[src/rtl/pcler_pkg.sv]
// Shared constants and helpers for the pcler counter family.
package pcler_pkg;

    // Behaviour at the terminal value: wrap around or stick.
    localparam int SAT_WRAP = 0;
    localparam int SAT_HOLD = 1;

    // Limit a value to the terminal value; operands are zero-extended to 32 bits.
    function automatic logic [31:0] clip_to_max(input logic [31:0] val,
                                                input logic [31:0] max_val);
        return (val > max_val) ? max_val : val;
    endfunction

endpackage

[src/rtl/pcler_cnt_next.sv]
// Next-state, terminal-count and wrap-event logic for pcler_cnt (purely combinational).
module pcler_cnt_next
    import pcler_pkg::*;
#(
    parameter int          WIDTH   = 8,
    parameter int unsigned MAX_VAL = 32'((64'd1 << WIDTH) - 64'd1),
    parameter int          SAT     = SAT_WRAP
) (
    input  logic [WIDTH-1:0] q_i,
    input  logic             clr_i,
    input  logic             load_i,
    input  logic [WIDTH-1:0] din_i,
    input  logic             en_i,
    input  logic             inh_i,
    input  logic             cin_i,
    input  logic             up_i,
    output logic [WIDTH-1:0] q_d_o,
    output logic             wrap_d_o,
    output logic             tc_o,
    output logic             cout_o
);

    localparam logic [WIDTH-1:0] MAX_Q = WIDTH'(MAX_VAL);

    logic             step;
    logic             clip;
    logic [WIDTH-1:0] din_clipped;

    // Priority clr > load > step > hold; wrap event flags a clipped load or a
    // step taken while sitting on the terminal value of the current direction.
    always_comb begin
        step        = en_i & ~inh_i & cin_i;
        tc_o        = up_i ? (q_i == MAX_Q) : (q_i == '0);
        cout_o      = tc_o & step;
        clip        = (din_i > MAX_Q);
        din_clipped = WIDTH'(clip_to_max(32'(din_i), MAX_VAL));
        q_d_o       = q_i;
        wrap_d_o    = 1'b0;
        if (clr_i) begin
            q_d_o = '0;
        end else if (load_i) begin
            q_d_o    = din_clipped;
            wrap_d_o = clip;
        end else if (step) begin
            wrap_d_o = tc_o;
            if (tc_o) begin
                if (SAT == SAT_HOLD) begin
                    q_d_o = q_i;
                end else begin
                    q_d_o = up_i ? '0 : MAX_Q;
                end
            end else begin
                q_d_o = up_i ? (q_i + WIDTH'(1)) : (q_i - WIDTH'(1));
            end
        end
    end

endmodule

[src/rtl/pcler_cnt.sv]
// Cascadable up/down counter with clear, clipped parallel load, wrap or
// saturate at MAX_VAL, and a registered wrap/saturation event pulse.
module pcler_cnt
    import pcler_pkg::*;
#(
    parameter int          WIDTH   = 8,
    parameter int unsigned MAX_VAL = 32'((64'd1 << WIDTH) - 64'd1),
    parameter int          SAT     = SAT_WRAP
) (
    input  logic             clk,
    input  logic             rst,
    input  logic             clr,
    input  logic             load,
    input  logic [WIDTH-1:0] din,
    input  logic             en,
    input  logic             inh,
    input  logic             cin,
    input  logic             up,
    output logic [WIDTH-1:0] q,
    output logic             tc,
    output logic             cout,
    output logic             wrap_evt
);

    logic [WIDTH-1:0] q_q, q_d;
    logic             wrap_q, wrap_d;

    pcler_cnt_next #(
        .WIDTH   (WIDTH),
        .MAX_VAL (MAX_VAL),
        .SAT     (SAT)
    ) u_next (
        .q_i      (q_q),
        .clr_i    (clr),
        .load_i   (load),
        .din_i    (din),
        .en_i     (en),
        .inh_i    (inh),
        .cin_i    (cin),
        .up_i     (up),
        .q_d_o    (q_d),
        .wrap_d_o (wrap_d),
        .tc_o     (tc),
        .cout_o   (cout)
    );

    // Count and event registers; reset takes effect immediately.
    always_ff @(posedge clk or posedge rst) begin
        if (rst) begin
            q_q    <= '0;
            wrap_q <= 1'b0;
        end else begin
            q_q    <= q_d;
            wrap_q <= wrap_d;
        end
    end

    assign q        = q_q;
    assign wrap_evt = wrap_q;

endmodule

[config.mk]
export PLATFORM = sky130hd
export DESIGN_NAME = pcler_cnt
export DESIGN_NICKNAME = d
export VERILOG_FILES = /design/src/rtl/pcler_pkg.sv /design/src/rtl/pcler_cnt_next.sv /design/src/rtl/pcler_cnt.sv
export SDC_FILE = /design/constraint.sdc
export NUM_CORES = 1
export LEC_CHECK = 0
export ABC_AREA = 1
export ABC_CLOCK_PERIOD_IN_PS = 1500
export CORE_UTILIZATION = 42
export DETAILED_ROUTE_END_ITERATION = 16
export PLACE_DENSITY_LB_ADDON = 0.25
export RECOVER_POWER = 50
export SYNTH_ARGS = -nofsm -noshare
export SYNTH_HDL_FRONTEND = slang
export SYNTH_SLANG_ARGS = --single-unit
[constraint.sdc]
create_clock -name clk -period 1.5 [get_ports clk]
set_input_delay 0.225 -clock clk [delete_from_list [all_inputs] [get_ports clk]]
set_output_delay 0.225 -clock clk [all_outputs]
set_load 0.02 [all_outputs]
==> metrics.csv <==
metric,value,unit
status,"complete, but fails checks",
violations,setup timing,
synth_warnings,0,
synth_top_area_share,24.5,%
crit_arrival,1910,ps
netlist_area,920,um2
path_clk_slew,60,ps
placed_area,1440,um2
nNetsFinal,239,
syn_inst,151,
grt_start_max_net_pins,10,
hold_viol_final,0,
max-slew-margin-rel,75.8,%
io_buffers,26,
crit_type,flip-flop to flip-flop,
synth_largest_area_cell,dfrtp_1,
synth-edff-count,0,
cp_max_fo,3,
fin_util,85.3,%
setup_viol,8,
min_period_over_period,114,%
hold_class,primary input to asynchronous set/reset pin,
root_buffer,clkbuf_4,
rows,16,
clk_latency,270,ps
fin_skew,4.32,ps
cts_sinks,9,
hold_buffers,0,
grt_pass1_vias,1191,
synthFlopType,dfrtp_1,
power.density,773,nW/um2
dp.cells,228,
ir_worst_vdd,698,uV
synthArstFlopShare,100,%
pin_count,27,
stdcell_area,1710,um2
synth-seq-cells,9,
wl_met3,177,um
setup_slack,-207,ps
ys_top_cells_by_count,"52 x nand2_1, 21 x inv_1, 19 x nor2_1, 10 x nand3_1, 9 x dfrtp_1",
fin_cells,242,
maxSlewViolCount,0,
ys_seq_area_share,24.5,%
wire_per_inst,13.5,um
die_area,2380,um2
die_height,48.8,um
core_region_area,2000,um2
area_growth,85.7,%
die_x,48.8,um
wl_met2,1680,um
grt_usage,28.2,%
grt.overflow.total,0,
first_iter_violations,42,
rsz0062_at_grt,true,
drive_above_1_share,44.7,%
final_antenna_net_count,0,
drc,0,
gp_congestion,0.921,
crit_required,1700,ps
cts_buffer_depth,2,
highest_layer,met4,
syn_area_per_cell,6.09,um2
wl_met1,1320,um
synth_cell_type_count,24,
h-tree-depth,1,
yosys.cell_count.top_type,nand2_1,
grt_antenna_before_repair,0,
endpoint_kind,flip-flop,
hold_slack,362,ps
num_vias,1216,
cts_made_buffers,3,
rrSetupSlack,-210,ps
grt_pass1_wl,5120,um
syn_nets,174,
period_minus_slack,1710,ps
first_pass_iters,6,
cts_tree,built,
via_per_inst,5.02,
fmax,586,MHz
critPathLaunchType,flip-flop,
tightest_slew,363,ps
diodes,0,
start_util,45.9,%
wl,3270,um
post-dp-hpwl,2210,um
cap_violations,0,
synthTopCellsByArea,"dfrtp_1 24%, nand2_1 21%, inv_1 8.6%",
leakage,0.886,nW
-- registers in the layout, indices dropped and copies added, names as in the netlist --
| name | count |
|---|---|
| q | 8 |
| wrap_evt | 1 |
-- worst max-delay path: stages, from the launching register on --
cell and delay [ps]:
dfrtp_2 390, inv_2 60, buf_6 110, fa_2 330, inv_2 70, nand2_2 60
nand2_2 60, nand3b_1 100, nand2_1 90, nand2_1 50, nand3_1 80, nand2_1 60
nand2_1 50, nand2_1 60, nand2_1 70
-- stage by stage --
stage | TNS [ps] | setup WS [ps] | total power [W]
final | -1280 | -207 | 0.00132
after detailed placement | -4830 | -712 | 0.000929
after floorplan | -118 | -44.3 | 0.000655
after global routing | -1880 | -329 | 0.00141
after CTS | -840 | -211 | 0.00118
after global placement | -4360 | -648 | 0.000913
-- placed cells by master, fill, tap and decap left out, types with 2 or more instances in the layout --
master           instances
nor2_4                   4
clkbuf_4                 3
inv_4                    3
nand3_1                  7
nand2_1                 43
nor2_2                   6
or2_4                    2
nor2_1                  13
a21oi_1                  2
a21oi_2                  2
dlygate4sd2_1            7
ha_4                     5
dfrtp_2                  6
o22ai_1                  2
clkdlybuf4s50_1         14
nand3b_1                 2
o21ai_0                  3
buf_6                   11
dfrtp_1                  3
nand2_2                 11
nand3_2                  4
inv_1                   15
o21ai_2                  2
inv_2                    6
buf_4                   26
-- cell families (layout without fill, tap and decap cells) --
logic type,after synthesis,after routing,share of synthesized area [%]
compound gates,13,13,8.16
buf+inv,25,89,10.2
fa+ha+maj,7,7,10.3
flops,9,9,24.5
xor+xnor,1,1,0.953
simple gates,96,96,45.9
-- timing repair --
| action | in CTS | in global routing |
|---|---|---|
| setup endpoints to repair | 16 | 11 |
| pin swaps | 8 | 29 |
| buffers inserted | 3 | 7 |
| endpoints found under the hold margin | 0 | 0 |
| resized for setup | 37 | 31 |
-- layout make-up --
class,count,area [um2]
Clock buffer,4,26.3
Timing Repair Buffer,61,553
Tap cell,27,33.8
Multi-Input combinational cell,117,764
Fill cell,120,294
Sequential cell,9,233
Inverter,24,97.6
-- per-layer routing --
| layer | track usage (%) | vias up |
|---|---|---|
| met5 | 0 | - |
| met4 | 6.86 | 0 |
| met3 | 2.80 | 15 |
| met2 | 54.4 | 68 |
| met1 | 32.8 | 535 |
| li1 | - | 598 |
-- power by group --
part           switching, W  total, W  internal (W)
clock network     0.0000915  0.000194      0.000103
registers         0.0000339  0.000308      0.000274
logic              0.000412  0.000818      0.000405
-- path summary, 6_finish.rpt --
path	endpoint	startpoint	cells past startpoint
setup / recovery	q[6]	q[1]	14
hold / removal	q[7]	rst	2
setup reg to reg	q[6]	q[1]	14
hold reg to reg	q[5]	q[5]	3
max in group asynchronous	q[5]	rst	2
min in group clk	wrap_evt	clr	2
Power figures use the tool's default switching activity.
